[config.mk]
export PLATFORM = sky130hd
export DESIGN_NAME = spi_flash_responder
export DESIGN_NICKNAME = d
export VERILOG_FILES = /design/src/rtl/spi_flash_responder.sv
export SDC_FILE = /design/constraint.sdc
export NUM_CORES = 1
export LEC_CHECK = 0
export BUFFER_PORTS_ARGS = -buffer_cell sky130_fd_sc_hd__buf_4
export CAP_MARGIN = 10
export CORE_UTILIZATION = 59
export DETAILED_ROUTE_END_ITERATION = 7
export PLACE_DENSITY_LB_ADDON = 0.25
export SYNTH_ARGS = -nofsm -noshare
export SYNTH_HDL_FRONTEND = slang
export SYNTH_SLANG_ARGS = --single-unit
[constraint.sdc]
create_clock -name clk -period 2.2 [get_ports clk]
set_input_delay 0.33 -clock clk [delete_from_list [all_inputs] [get_ports clk]]
set_output_delay 0.33 -clock clk [all_outputs]
set_load 0.02 [all_outputs]
[src/rtl/spi_flash_responder.sv]
// SPI flash target (mode 0): oversamples SCK/CS#/MOSI in the clk domain and answers
// READ 0x03, JEDEC ID 0x9F and READ STATUS 0x05 from a byte-wide 1-cycle-latency store.
//
// state     | meaning
// ----------+---------------------------------------------------------------
// ST_IDLE   | CS# high or just fell; waiting to start a command
// ST_CMD    | shifting in the 8-bit opcode
// ST_ADDR   | shifting in the 24-bit READ address
// ST_DATA   | streaming backing-store bytes, prefetching the next one
// ST_ID     | streaming JEDEC ID bytes 2,1,0 repeatedly
// ST_STAT   | streaming STATUS_VAL repeatedly
// ST_IGNORE | unknown opcode; MOSI discarded, MISO held low
module spi_flash_responder #(
  parameter int unsigned ADDR_WIDTH = 16,
  parameter logic [23:0] JEDEC_ID   = 24'hEF4016,
  parameter logic [7:0]  STATUS_VAL = 8'h00
) (
  input  logic                  clk,
  input  logic                  reset,
  input  logic                  i_SPI_CLK,
  input  logic                  i_SPI_CS,
  input  logic                  i_SPI_MOSI,
  output logic                  o_SPI_MISO,
  output logic [ADDR_WIDTH-1:0] o_MEM_ADDR,
  output logic                  o_MEM_RD,
  input  logic [7:0]            i_MEM_DATA,
  output logic                  o_BUSY
);

  typedef enum logic [2:0] {
    ST_IDLE,
    ST_CMD,
    ST_ADDR,
    ST_DATA,
    ST_ID,
    ST_STAT,
    ST_IGNORE
  } state_t;

  state_t                  state_q;
  logic [1:0]              sck_sync_q;
  logic [1:0]              cs_sync_q;
  logic [1:0]              mosi_sync_q;
  logic                    sck_prev_q;
  logic [4:0]              bit_cnt_q;
  logic [23:0]             in_shift_q;
  logic [7:0]              out_shift_q;
  logic [7:0]              load_q;
  logic [1:0]              id_idx_q;
  logic                    rd_req_q;
  logic                    rd_dly_q;
  logic                    miso_q;
  logic [ADDR_WIDTH-1:0]   mem_addr_q;
  logic                    mem_rd_q;
  logic                    busy_q;

  logic                    sck_s;
  logic                    cs_n_s;
  logic                    mosi_s;
  logic                    sck_rise;
  logic                    sck_fall;
  logic [23:0]             in_shift_d;
  logic [7:0]              next_byte_d;
  logic [ADDR_WIDTH-1:0]   mem_addr_inc_d;
  logic                    unused_shift_msb;

  assign sck_s            = sck_sync_q[1];
  assign cs_n_s           = cs_sync_q[1];
  assign mosi_s           = mosi_sync_q[1];
  assign sck_rise         = sck_s & ~sck_prev_q;
  assign sck_fall         = ~sck_s & sck_prev_q;
  assign in_shift_d       = {in_shift_q[22:0], mosi_s};
  assign mem_addr_inc_d   = mem_addr_q + ADDR_WIDTH'(1);
  assign unused_shift_msb = in_shift_q[23];

  // Byte presented on the first fall of each output byte.
  always_comb begin
    next_byte_d = 8'h00;
    case (state_q)
      ST_DATA: next_byte_d = load_q;
      ST_ID: begin
        case (id_idx_q)
          2'd0:    next_byte_d = JEDEC_ID[23:16];
          2'd1:    next_byte_d = JEDEC_ID[15:8];
          default: next_byte_d = JEDEC_ID[7:0];
        endcase
      end
      ST_STAT: next_byte_d = STATUS_VAL;
      default: next_byte_d = 8'h00;
    endcase
  end

  always_ff @(posedge clk) begin
    if (reset) begin
      state_q     <= ST_IDLE;
      sck_sync_q  <= 2'b00;
      cs_sync_q   <= 2'b11;
      mosi_sync_q <= 2'b00;
      sck_prev_q  <= 1'b0;
      bit_cnt_q   <= 5'd0;
      in_shift_q  <= 24'd0;
      out_shift_q <= 8'd0;
      load_q      <= 8'd0;
      id_idx_q    <= 2'd0;
      rd_req_q    <= 1'b0;
      rd_dly_q    <= 1'b0;
      miso_q      <= 1'b0;
      mem_addr_q  <= '0;
      mem_rd_q    <= 1'b0;
      busy_q      <= 1'b0;
    end else begin
      sck_sync_q  <= {sck_sync_q[0], i_SPI_CLK};
      cs_sync_q   <= {cs_sync_q[0], i_SPI_CS};
      mosi_sync_q <= {mosi_sync_q[0], i_SPI_MOSI};
      sck_prev_q  <= sck_s;
      rd_dly_q    <= mem_rd_q;
      if (rd_dly_q) begin
        load_q <= i_MEM_DATA;
      end

      // CS# deassertion beats any SCK edge seen in the same cycle.
      if (cs_n_s) begin
        state_q    <= ST_IDLE;
        miso_q     <= 1'b0;
        busy_q     <= 1'b0;
        rd_req_q   <= 1'b0;
        mem_rd_q   <= 1'b0;
        bit_cnt_q  <= 5'd0;
        in_shift_q <= 24'd0;
        id_idx_q   <= 2'd0;
      end else begin
        mem_rd_q <= rd_req_q;
        rd_req_q <= 1'b0;
        case (state_q)
          ST_IDLE: begin
            state_q   <= ST_CMD;
            busy_q    <= 1'b1;
            bit_cnt_q <= 5'd0;
            miso_q    <= 1'b0;
          end

          ST_CMD: begin
            if (sck_rise) begin
              in_shift_q <= in_shift_d;
              if (bit_cnt_q == 5'd7) begin
                bit_cnt_q <= 5'd0;
                id_idx_q  <= 2'd0;
                case (in_shift_d[7:0])
                  8'h03:   state_q <= ST_ADDR;
                  8'h9F:   state_q <= ST_ID;
                  8'h05:   state_q <= ST_STAT;
                  default: state_q <= ST_IGNORE;
                endcase
              end else begin
                bit_cnt_q <= bit_cnt_q + 5'd1;
              end
            end
          end

          ST_ADDR: begin
            if (sck_rise) begin
              in_shift_q <= in_shift_d;
              if (bit_cnt_q == 5'd23) begin
                mem_addr_q <= in_shift_d[ADDR_WIDTH-1:0];
                rd_req_q   <= 1'b1;
                bit_cnt_q  <= 5'd0;
                state_q    <= ST_DATA;
              end else begin
                bit_cnt_q <= bit_cnt_q + 5'd1;
              end
            end
          end

          ST_DATA, ST_ID, ST_STAT: begin
            if (sck_fall) begin
              if (bit_cnt_q[2:0] == 3'd0) begin
                out_shift_q <= next_byte_d;
                miso_q      <= next_byte_d[7];
                if (state_q == ST_DATA) begin
                  // Prefetch so the following byte lands in load_q well before its first fall.
                  mem_addr_q <= mem_addr_inc_d;
                  rd_req_q   <= 1'b1;
                end
                if (state_q == ST_ID) begin
                  id_idx_q <= (id_idx_q == 2'd2) ? 2'd0 : id_idx_q + 2'd1;
                end
              end else begin
                out_shift_q <= {out_shift_q[6:0], 1'b0};
                miso_q      <= out_shift_q[6];
              end
              bit_cnt_q <= {2'b00, bit_cnt_q[2:0] + 3'd1};
            end
          end

          ST_IGNORE: begin
            miso_q <= 1'b0;
          end

          default: begin
            state_q <= ST_IDLE;
            miso_q  <= 1'b0;
          end
        endcase
      end
    end
  end

  assign o_SPI_MISO = miso_q;
  assign o_MEM_ADDR = mem_addr_q;
  assign o_MEM_RD   = mem_rd_q;
  assign o_BUSY     = busy_q;

endmodule

# [Word level (Yosys, flattened, before mapping)]
# Index checks and enable logic that the tools add are counted.
[totals] regBits=68 inputBits=13 out_inout_bits=19 wordCells=102
[op_classes] addsub=4 eq_ne=21 n_mux=37 bitwise=7 reduce_logical=17
[op_table] operator="$mux W16" count=5
[op_table] operator="$pmux W16 S2" count=1
[op_table] operator="$pmux W8 S2" count=2
[op_table] operator="$mux W5" count=5
[op_table] operator="$pmux W5 S4" count=1
[op_table] operator="$add A16 B1 Y16 const B" count=1
[op_table] operator="$ne A2 B2 Y1 const B" count=8
[op_table] operator="$mux W2" count=6
[op_table] operator="$mux W3" count=4
[op_table] operator="$pmux W3 S4" count=1
[op_table] operator="$eq A3 B3 Y1 const B" count=3
[op_table] operator="$pmux W3 S3" count=1
[op_table] operator="$eq A8 B2 Y1 const B" count=1
[op_table] operator="$eq A8 B3 Y1 const B" count=1
[op_table] operator="$eq A8 B8 Y1 const B" count=1
[op_table] operator="$mux W1" count=7
[op_table] operator="$mux W7" count=1
[op_table] operator="$reduce_and A7 Y1" count=1
[op_table] operator="$eq A3 B2 Y1 const B" count=2
[op_table] operator="$logic_not A3 Y1" count=2
[op_table] operator="$reduce_and A6 Y1" count=1
[op_table] operator="$add A5 B1 Y5 const B" count=1
[op_table] operator="$eq A5 B3 Y1 const B" count=1
[op_table] operator="$eq A5 B5 Y1 const B" count=1
[op_table] operator="19 further kinds" count=28

# [Longest topological paths before layout]
[logic_depth] word_depth=6 mapped_depth=9 depth_no_buf=7

# [Worst setup path before layout]
# OpenSTA, ideal clock, no wires.
[synth_timing] path_type="reg2reg" from="reg state_q[0]" to="reg out_shift_q[0]" setup_ps=70 t_arrival_ps=1685 required_ps=2130 path_slack_ps=445 stages_incl_launch_ff=9 path_buffers=3 period_less_slack_ps=1755 cell_sequence="dfxtp_1 -> buf_4 -> and3b_1 -> buf_4 -> a21oi_4 -> or3_1 -> buf_2 -> or3_1 -> a21oi_1"
[synth_via] elab_chain_len=3 word_cells_on_any_way=7 classes_between="3 x eq/ne; 2 x mux; 2 x reduce/logical"
[synth_lines] element="from (decl)" line="40" source="state_t state_q;"
[synth_lines] element="from (signal assigned)" line="95" source="state_q <= ST_IDLE;"
[synth_lines] element="from (signal assigned)" line="123" source="state_q <= ST_IDLE;"
[synth_lines] element="from (signal assigned)" line="136" source="state_q <= ST_CMD;"
[synth_lines] element="$eq A3 B3 Y1 (tied with other cells)" line="79, 134"
[synth_lines] element="$pmux W8 S2 or $reduce_or A3 Y1 (tied branches)" line="79, 134"
[synth_lines] element="$mux W7 or $reduce_and A3 Y1 (tied branches)"
[synth_lines] element="to (signal assigned)" line="177" source="out_shift_q <= next_byte_d;"
[synth_lines] element="to (signal assigned)" line="188" source="out_shift_q <= {out_shift_q[6:0], 1'b0};"
[synth_lines] element="to (decl)" line="47" source="logic [7:0] out_shift_q;"
# Parallel ways exist; a longest one is shown, timed or not.
# A chain may end at the register's enable or synchronous reset.

# [Worst setup path after layout]
[layout_timing] from="reg sck_sync_q[1]" to="reg mem_addr_q[4], in the netlist o_MEM_ADDR[4]"
[layout_via] elab_chain_len=4 word_cells_on_any_way=6 classes_between="2 x eq/ne; 3 x bitwise; 1 x reduce/logical"
[layout_lines] element="from (decl)" line="41" source="logic [1:0] sck_sync_q;"
[layout_lines] element="from (signal assigned)" line="112" source="sck_sync_q <= {sck_sync_q[0], i_SPI_CLK};"
[layout_lines] element="$not A1 Y1" line="71" source="assign sck_fall = ~sck_s & sck_prev_q;"
[layout_lines] element="$and A1 B1 Y1" line="71"
[layout_lines] element="$ne A2 B2 Y1 (no source line)"
[layout_lines] element="$reduce_and A7 Y1 (no source line) (*)"
[layout_lines] element="to (signal assigned)" line="164" source="mem_addr_q <= in_shift_d[ADDR_WIDTH-1:0];"
[layout_lines] element="to (signal assigned)" line="181" source="mem_addr_q <= mem_addr_inc_d;"
[layout_lines] element="to (decl)" line="53" source="logic [ADDR_WIDTH-1:0] mem_addr_q;"
# Every way passes the cells marked *; elsewhere a longest branch is shown, timed or not.

==> run metrics <==
outcome=completed; post-synth cell types=57; final hold vios=0; diode count=0; Least-Margin Pin Slew=0.6488 ns; Clk Latency, worst-skew pair=0.35 ns; final setup fails=0; layout cells sized above 1=17.02%; post-DP HPWL=5.503 mm; FF+latch area=1361 um2; GRT Total Usage=29.07%; syn_area_per_cell=8.446 um2; Worst IR Drop VDD=0.0004481 V; # IOs=32; min Tclk post-route=2.060 ns; reg-to-reg startpoint=sck_sync_q[1]; crit start category=flip-flop; DR DRC count=0; H-tree level count=3; DRT antenna net count=0; hold worst-path end=cs_sync_q[0]; final hold slack=0.1676 ns; routability cong.=0.8632; PwrDens=636.5 nW/um2; worst reg-to-reg path cell count=5; Fin Clk Skew=0.009682 ns; CP max-delay cell=a2111oi_2; flip-flop and latch count after synthesis=68; total grt overflow=0; First DRT Iteration DRCs=329; port bufs=31; starting density of the core=62.99%; routed len/inst=16.15 um; mean number of vias per cell=6.144; critical path depth=5; WP data arrival=2.30 ns; pin count of the biggest net entering global routing=31; crit end category=flip-flop; worst min path class=input pin to flip-flop; Final period util=93.62%; Max Cap Violations=0; drt first pass iters=6; die width=77.01 um; Nets=440; synthesized area=3319 um2; instance count of the mapped netlist=393; P_leak=0.001451 uW; yosys warns=0; clock slew seen by the registers of the worst setup and hold paths=0.07 ns; die area=5930 um2; setup_tns=0 ns; max_slew headroom=56.38%; CP Data Required Time=2.44 ns; asr flop ratio synth=0%; Cell Rows=26; fraction of the yosys area taken by sequential cells=41.01%; die height=77.01 um; syn nets=409; Most used DFF post-synth=dfxtp_1; Critical Path Fanout Max=14; fillers=415; hold path start=i_SPI_CS; initial antenna violation count=0; EDFF count, synth=0; met1 Usage GRT=34.43%; critical path's top delay family=compound AO/OA/AOI/OAI gates; hold_buf cts=0; Max Fclk=485.5 MHz; fin. max-slew vios=0; Crit Path Class=flip-flop to flip-flop; total CTS buffers=9; CTS sink cnt=68; Core Box Area=5270 um2; unrepaired setup endpoints after global routing=no; R2R Path End=o_MEM_ADDR[4]; Layout Area Growth over Synthesis=16.36%; CTS root buf=clkbuf_8; area of the multi-input gates=1798 um2; setup slack, reg-to-reg=0.14 ns; Largest stage delay, worst path=0.52 ns; drt total wl=8.059 mm; crit path buf inv count=1; CTS max path bufs=2; first-pass GRT wire length=13.66 mm; GR peak layer=met2; CP Cell Sequence=nand2b_1 -> a2111oi_2 -> nand2_1 -> buf_4 -> o32ai_1; Tot Pwr=2458 uW; vias in the first global route=2,849; CTS tree=built; worst hold path cell count=2; M2 GR Usage=50.09%; met3 Usage GRT=7.024%; Via Count=3,066
[cells in the mapped netlist, drive strengths merged, types with 8 or more instances]
| master | n | area share [%] |
|---|---|---|
| nand3 | 17 | 2.6 |
| o21ai | 8 | 1.2 |
| mux2i | 23 | 6.9 |
| dfxtp | 68 | 41 |
| inv | 14 | 1.6 |
| nand2 | 36 | 4.1 |
| clkbuf | 17 | 1.9 |
| nor2b | 9 | 1.7 |
| buf | 9 | 1.5 |
| a21oi | 32 | 5.2 |
| o32ai | 11 | 2.9 |
| nand2b | 13 | 2.5 |
| nor2 | 45 | 5.1 |
[layout by cell type (no fill, tap or decap), drive strengths merged, types with 7 or more instances in the layout]
master and instances:
or3 7, nand2 36, mux2i 23, buf 46, nor2b 9, nand2b 13, nand3 17, nor2 45
clkbuf 12, dfxtp 68, o32ai 11, a21oi 32, o21ai 8, inv 14
[report_power, final]
| group | internal (uW) | switching, uW |
|---|---|---|
| registers | 1240 | 7.10 |
| clock network | 668 | 474 |
| logic | 32.5 | 39.6 |
[what timing repair did]
item,4_1_cts,5_1_grt
resized for setup,0,1
setup endpoints to repair,0,2
buffers inserted,0,0
[metrics by stage]
step	setup WS (ns)	cell area [um2]	utilization, %	instances
after floorplan	0.4445	3319	-	393
after global placement	0.2063	3638	69.04	483
after global routing	0.02275	3862	73.29	499
after detailed placement	0.1906	3638	69.04	483
after CTS	0.1631	3856	73.17	499
final	0.1403	3862	73.29	499
[layer usage]
metal,part of all wire (%),vias to the layer above
met5,0,-
met4,2.3,0
met3,5.0,20
met2,50,114
met1,43,1446
li1,-,1486
[state kept, by name, summed over array words and instances, names as in the netlist, 2 cells and up]
| register | cells |
|---|---|
| bit_cnt_q | 5 |
| cs_sync_q | 2 |
| id_idx_q | 2 |
| in_shift_q | 15 |
| load_q | 8 |
| mosi_sync_q | 2 |
| o_MEM_ADDR | 16 |
| out_shift_q | 7 |
| sck_sync_q | 2 |
| state_q | 3 |
[layout make-up]
class	instances	area share [%]
Timing Repair Buffer	46	8.941
Inverter	14	1.361
Multi-Input combinational cell	285	46.55
Sequential cell	68	35.24
Tap cell	70	2.268
Clock buffer	12	3.758
Clock inverter	4	1.879
[worst max-delay path by stage]
stage	from	to	slack, ns
2_1_floorplan	state_q[0]	out_shift_q[0]	0.44
3_3_place_gp	bit_cnt_q[0]	state_q[1]	0.21
3_5_place_dp	bit_cnt_q[0]	state_q[1]	0.19
4_1_cts	bit_cnt_q[0]	state_q[1]	0.16
5_1_grt	bit_cnt_q[0]	state_q[1]	0.02
6_report	sck_sync_q[1]	o_MEM_ADDR[4]	0.14
[kinds of logic after synthesis]
family          synth area share (%)
compound gates                 19.34
xor+xnor                      0.5278
fa+ha+maj                      1.131
buf+inv                        5.013
flops                          41.01
mux                            7.275
simple gates                   25.71
Power figures use the tool's default switching activity.
